===== src/rtl/spi_master.sv =====
// SPI master, one byte per frame, CPOL/CPHA selectable, half-period = clk_div_val+1 sys_clk cycles.
// Define SPI_MASTER_LSB_FIRST_EN for LSB-first shifting (MSB-first otherwise).
`timescale 1ns/1ps
module spi_master #(
    parameter logic CPOL = 1'b1,
    parameter logic CPHA = 1'b1
) (
    input  logic        sys_clk,
    input  logic        sys_rst,
    output logic        cs,
    output logic        sclk,
    output logic        mosi,
    input  logic        miso,
    input  logic [15:0] clk_div_val,
    input  logic        wr_req,
    input  logic [7:0]  data_tx,
    output logic        wr_ack,
    output logic [7:0]  data_rx,
    output logic        busy
);

    typedef enum logic [2:0] {
        S0_IDLE      = 3'd0,
        S1_HALF_WAIT = 3'd1,
        S2_SCLK_EDGE = 3'd2,
        S3_LAST_HALF = 3'd3,
        S4_ACK       = 3'd4
    } state_t;

    state_t      state, state_nxt;
    logic [15:0] div_q;
    logic [15:0] half_cnt;
    logic [4:0]  edge_cnt;
    logic [4:0]  edge_nxt;
    logic [7:0]  tx_sr, rx_sr;
    logic [7:0]  tx_shifted, rx_shifted;
    logic        sclk_q;
    logic        start, edge_evt, load_rx;
    logic        half_end, smp_edge, sft_edge;

    // Compare-before-increment: half_cnt never exceeds div_q, so 16 bits cover H=65536.
    assign half_end = (half_cnt == div_q);
    assign edge_nxt = edge_cnt + 5'd1;
    assign smp_edge = CPHA ? ~edge_nxt[0] : edge_nxt[0];
    assign sft_edge = CPHA ? (edge_nxt[0] && (edge_nxt >= 5'd3))
                           : (!edge_nxt[0] && (edge_nxt <= 5'd14));

`ifdef SPI_MASTER_LSB_FIRST_EN
    assign mosi       = tx_sr[0];
    assign tx_shifted = {1'b0, tx_sr[7:1]};
    assign rx_shifted = {miso, rx_sr[7:1]};
`else
    assign mosi       = tx_sr[7];
    assign tx_shifted = {tx_sr[6:0], 1'b0};
    assign rx_shifted = {rx_sr[6:0], miso};
`endif

    assign busy   = (state == S1_HALF_WAIT) || (state == S2_SCLK_EDGE) || (state == S3_LAST_HALF);
    assign cs     = ~busy;
    assign wr_ack = (state == S4_ACK);
    assign sclk   = sclk_q;

    always_ff @(posedge sys_clk) begin
        if (sys_rst) state <= S0_IDLE;
        else         state <= state_nxt;
    end

    // sclk toggles on the transition into S2, so the S2 cycle is the first cycle
    // of the next half-period; with H=1 S2 chains into itself.
    always_comb begin
        state_nxt = state;
        start     = 1'b0;
        edge_evt  = 1'b0;
        case (state)
            S0_IDLE: begin
                if (wr_req) begin
                    start     = 1'b1;
                    state_nxt = S1_HALF_WAIT;
                end
            end
            S1_HALF_WAIT: begin
                if (half_end) begin
                    edge_evt  = 1'b1;
                    state_nxt = S2_SCLK_EDGE;
                end
            end
            S2_SCLK_EDGE: begin
                if (half_end) begin
                    if (edge_cnt == 5'd16) begin
                        state_nxt = S4_ACK;
                    end else begin
                        edge_evt  = 1'b1;
                        state_nxt = S2_SCLK_EDGE;
                    end
                end else begin
                    state_nxt = (edge_cnt == 5'd16) ? S3_LAST_HALF : S1_HALF_WAIT;
                end
            end
            S3_LAST_HALF: begin
                if (half_end) state_nxt = S4_ACK;
            end
            S4_ACK:  state_nxt = S0_IDLE;
            default: state_nxt = S0_IDLE;
        endcase
        load_rx = (state_nxt == S4_ACK) && (state != S4_ACK);
    end

    always_ff @(posedge sys_clk) begin
        if (sys_rst) begin
            div_q    <= '0;
            half_cnt <= '0;
            edge_cnt <= '0;
            tx_sr    <= '0;
            rx_sr    <= '0;
            data_rx  <= '0;
            sclk_q   <= CPOL;
        end else begin
            if (start) begin
                div_q    <= clk_div_val;
                tx_sr    <= data_tx;
                rx_sr    <= '0;
                half_cnt <= '0;
                edge_cnt <= '0;
            end else if (busy) begin
                half_cnt <= half_end ? '0 : half_cnt + 16'd1;
            end
            if (edge_evt) begin
                sclk_q   <= ~sclk_q;
                edge_cnt <= edge_nxt;
                if (smp_edge) rx_sr <= rx_shifted;
                if (sft_edge) tx_sr <= tx_shifted;
            end
            if (load_rx) data_rx <= rx_sr;
        end
    end

endmodule


===== config.mk =====
export PLATFORM = sky130hd
export DESIGN_NAME = spi_master
export DESIGN_NICKNAME = d
export VERILOG_FILES = /design/src/rtl/spi_master.sv
export SDC_FILE = /design/constraint.sdc
export NUM_CORES = 1
export LEC_CHECK = 0
export ABC_AREA = 1
export BUFFER_PORTS_ARGS = -buffer_cell sky130_fd_sc_hd__buf_2
export CORE_UTILIZATION = 60
export DETAILED_ROUTE_END_ITERATION = 8
export GPL_TIMING_DRIVEN = 0
export PLACE_DENSITY = 0.83
export SLEW_MARGIN = 15
export SYNTH_ARGS = -nofsm -noshare
export SYNTH_HDL_FRONTEND = slang
export SYNTH_SLANG_ARGS = --single-unit

===== constraint.sdc =====
create_clock -name sys_clk -period 4.9 [get_ports sys_clk]
set_input_delay 0.245 -clock sys_clk [delete_from_list [all_inputs] [get_ports sys_clk]]
set_output_delay 0.245 -clock sys_clk [all_outputs]
set_load 0.005 [all_outputs]

==> impl_metrics.yaml <==
grt:
  grt_pass1_vias: 2696
  wire_length_of_the_first_global_routing_pass_mm: 11.2
  gr-usage-all-layers_pct: 27.0
  globalRouteOverflowTotal: 0
  grt_max_degree: 11
  grt_antenna_before_repair: 0
cells_and_area:
  multi_input_area_um2: 1560
  area.growth.synth_to_final_pct: 14.4
  filler_instances: 408
  layout.nets: 533
  final_design_area_no_fill_um2: 3600
  final_layout_size_suffix_gt1_share_pct: 15.9
  finalNonFillerCells: 571
  regArea_um2: 1300
  num_antenna_cells: 0
  utilization_pct: 73.7
synth:
  synth_compound_area_share_pct: 11.6
  most_used_dff_post_synth: "dfxtp_1"
  asyncSetResetFlopFracSynth_pct: 0
  yosys-top-cells-count: "nand2_1 (122), dfxtp_1 (65), nor2_1 (54), inv_1 (51), a21oi_1 (34)"
  synth.ff_latch_count: 65
  yosys.area.top_type_share_pct: 41.4
  fraction_of_the_yosys_area_taken_by_sequential_cells_pct: 41.4
  yosys.area_share.simple_pct: 33.5
  syn_inst: 449
  synth_edf_count: 0
  number_of_nets_in_the_synthesized_netlist: 483
  synth_xor_area_share_pct: 2.23
  netlist.top_cell.by_area: "dfxtp_1"
  yosys-top-cells-area: "dfxtp_1 (41%), nand2_1 (15%), nor2_1 (6.4%)"
  synth.cell_area_um2: 3140
  post_synth_mux_area_share_pct: 0
  post-synth-top-count-cell: "nand2_1"
  post_synth.cell_area_avg_um2: 7.00
  synth_adder_area_share_pct: 2.39
  distinct_cells_synth: 33
  yosysWarnings: 0
  synth_top_family_by_area: "simple AND/OR/NAND/NOR gates"
cts:
  cts.root.buffer_cell: "clkbuf_8"
  ctsResizeCount: 0
  clk_latency_ps: 350
  clock_tree.htree_level_count: 3
  hold_buffers: 0
  tritoncts_num_sinks: 65
  cts_made_buffers: 9
  post-cts-setup-buffer-count: 0
  cts_max_path_buffers: 2
  cts_tree: "yes"
  worst_setup_hold_path_clk_slew_ps: 70
critical_path:
  cp.arrival_ps: 2570
  worst-endpoint-required_ps: 5130
  timing.setup.critical_path_class: "register to register"
  timing.critical_path.to_type: "register"
  slack_of_the_worst_reg_to_reg_path_ps: 2570
  timing.rr.end: "rx_sr[6]"
  r2r-start: "half_cnt[10]"
  setup.worst_path.start_class: "register"
  crit_fanout: 10
  r2r_cells: 15
timing:
  clock_skew_ps: 5.84
  period_minus_slack_ps: 2330
  finalHoldViolations: 0
  setup_tns_ps: 0
  worstMarginPinSlew_ps: 508
  maxSlewHeadroom_pct: 66.1
  achievable-frequency_ghz: 0.429
  setup-violations-final: 0
  min_period_over_period_pct: 47.6
  rsz_0062_raised_after_global_routing: "no"
  report.final.slew_viol_count: 0
pwr:
  fin_total_pwr_mw: 1.09
  p_seq_share_pct: 51.1
  total_leakage_power_nw: 1.58
  power.share.combinational_pct: 11.3
  share_clk_of_total_power_pct: 37.6
  switching_share_pct: 26.7
  pwr_density_cell_nw_per_um2: 303
  p_switching_mw: 0.291
  worst_ir_drop_vdd_mv: 0.203
  p_int_mw: 0.799
detailed_routing:
  number_of_vias_per_cell: 5.10
  dr_total_vias: 2912
  drt-total-wl_mm: 6.71
  first_iter_violations: 122
  drt-wirelength-per-cell_um: 11.8
  detail_route.drc_violations: 0
  firstDrtPassIters: 4
  drt.antenna.violating_nets: 0
place:
  placed_cell_area_um2: 3420
  placed_cells: 555
  place_congestion: 0.824
  numPortBuffers: 39
  place_hpwl_mm: 4.81
hold_path:
  worst_hold_path.endpoint: "div_q[11]"
  hp-class: "primary input to register"
  hold_wc_startpoint: "clk_div_val[11]"
  whs_path_depth: 3
die:
  coreArea_um2: 4880
  die_width_um: 74.4
  initial_utilization_pct: 64.4
  die_height_um: 74.4
  top_level_ports: 41
  die_area_um2: 5530
  num_rows: 25
run_status:
  result_of_the_run: "complete, no violations"
run:
  max-cap-violations: 0
[registers in the layout, indices dropped and copies added (netlist names)]
signal,cells
data_rx,8
half_cnt,16
edge_cnt,5
div_q,16
sclk,1
state,3
tx_sr,8
rx_sr,8
[area by class of cell]
| cell class | count | share of cell area, % |
|---|---|---|
| Buffer | 14 | 1.95 |
| Clock buffer | 13 | 4.42 |
| Clock inverter | 3 | 0.417 |
| Inverter | 56 | 5.84 |
| Multi-Input combinational cell | 314 | 43.4 |
| Sequential cell | 65 | 36.2 |
| Tap cell | 67 | 2.33 |
| Timing Repair Buffer | 39 | 5.43 |
[metal layers]
layer	vias to the layer above	GRT usage [%]	wire [um]
li1	1516	-	-
met1	1323	28.8	2880
met2	61	48.8	3380
met3	12	8.40	326
met4	0	11.9	126
met5	-	0	0
[stage by stage]
| stage | worst slack (ps) | hold slack [ps] |
|---|---|---|
| floorplan | 2970 | 412 |
| global route | 2350 | 195 |
| detailed placement | 2620 | 459 |
| CTS | 2570 | 171 |
| global placement | 2710 | 454 |
| finish | 2570 | 174 |
[power groups by stage]
stage / logic, mW / clock network, mW / registers [mW]
detailed placement: 0.123 / 0 / 0.568
floorplan: 0.0876 / 0 / 0.566
global placement: 0.119 / 0 / 0.567
CTS: 0.124 / 0.417 / 0.556
finish: 0.123 / 0.410 / 0.556
global route: 0.140 / 0.440 / 0.558
[worst max-delay path by stage]
stage / to / from
after floorplan: rx_sr[6] / half_cnt[0]
after global placement: rx_sr[7] / half_cnt[10]
after detailed placement: rx_sr[6] / half_cnt[10]
after CTS: rx_sr[6] / half_cnt[10]
after global routing: rx_sr[6] / half_cnt[10]
final: rx_sr[6] / half_cnt[10]
[critical path, cell delays in order, from the launching register on]
cell and delay, ps:
dfxtp_1 420, inv_2 60, nand2_1 50, nand2_1 50
nor2_1 140, nand2_1 110, nor2_4 160, nand2_4 90
inv_1 110, ha_1 170, nand2_1 90, nand2_4 170
nand2_2 120, buf_2 200, o21ai_0 200, a21oi_1 70
[logic make-up (layout without fill, tap and decap cells)]
logic type / Yosys count / in the layout
buffers and inverters: 70 / 125
XOR/XNOR: 8 / 8
flip-flops: 65 / 65
adder cells (fa/ha/maj): 6 / 6
AND/OR/NAND/NOR: 232 / 232
AO/OA/AOI/OAI: 68 / 68
[cells in the final DEF (no fill, tap or decap), types with 2 or more instances in the layout]
cell type and n:
o21ai_0 28, nor2_4 3, nand3_4 3, inv_2 5
nor3_1 11, nand2_1 122, a21oi_1 34, ha_1 6
dfxtp_1 65, buf_4 2, xor2_1 6, clkbuf_1 11
or2_2 2, clkbuf_8 11, clkinv_2 3, nand2_4 3
nand3_1 25, buf_2 41, nor3b_1 2, nor2_1 54
inv_1 51, nand2_2 2, xnor2_1 2
No activity file was read; power rests on OpenSTA's default activity.
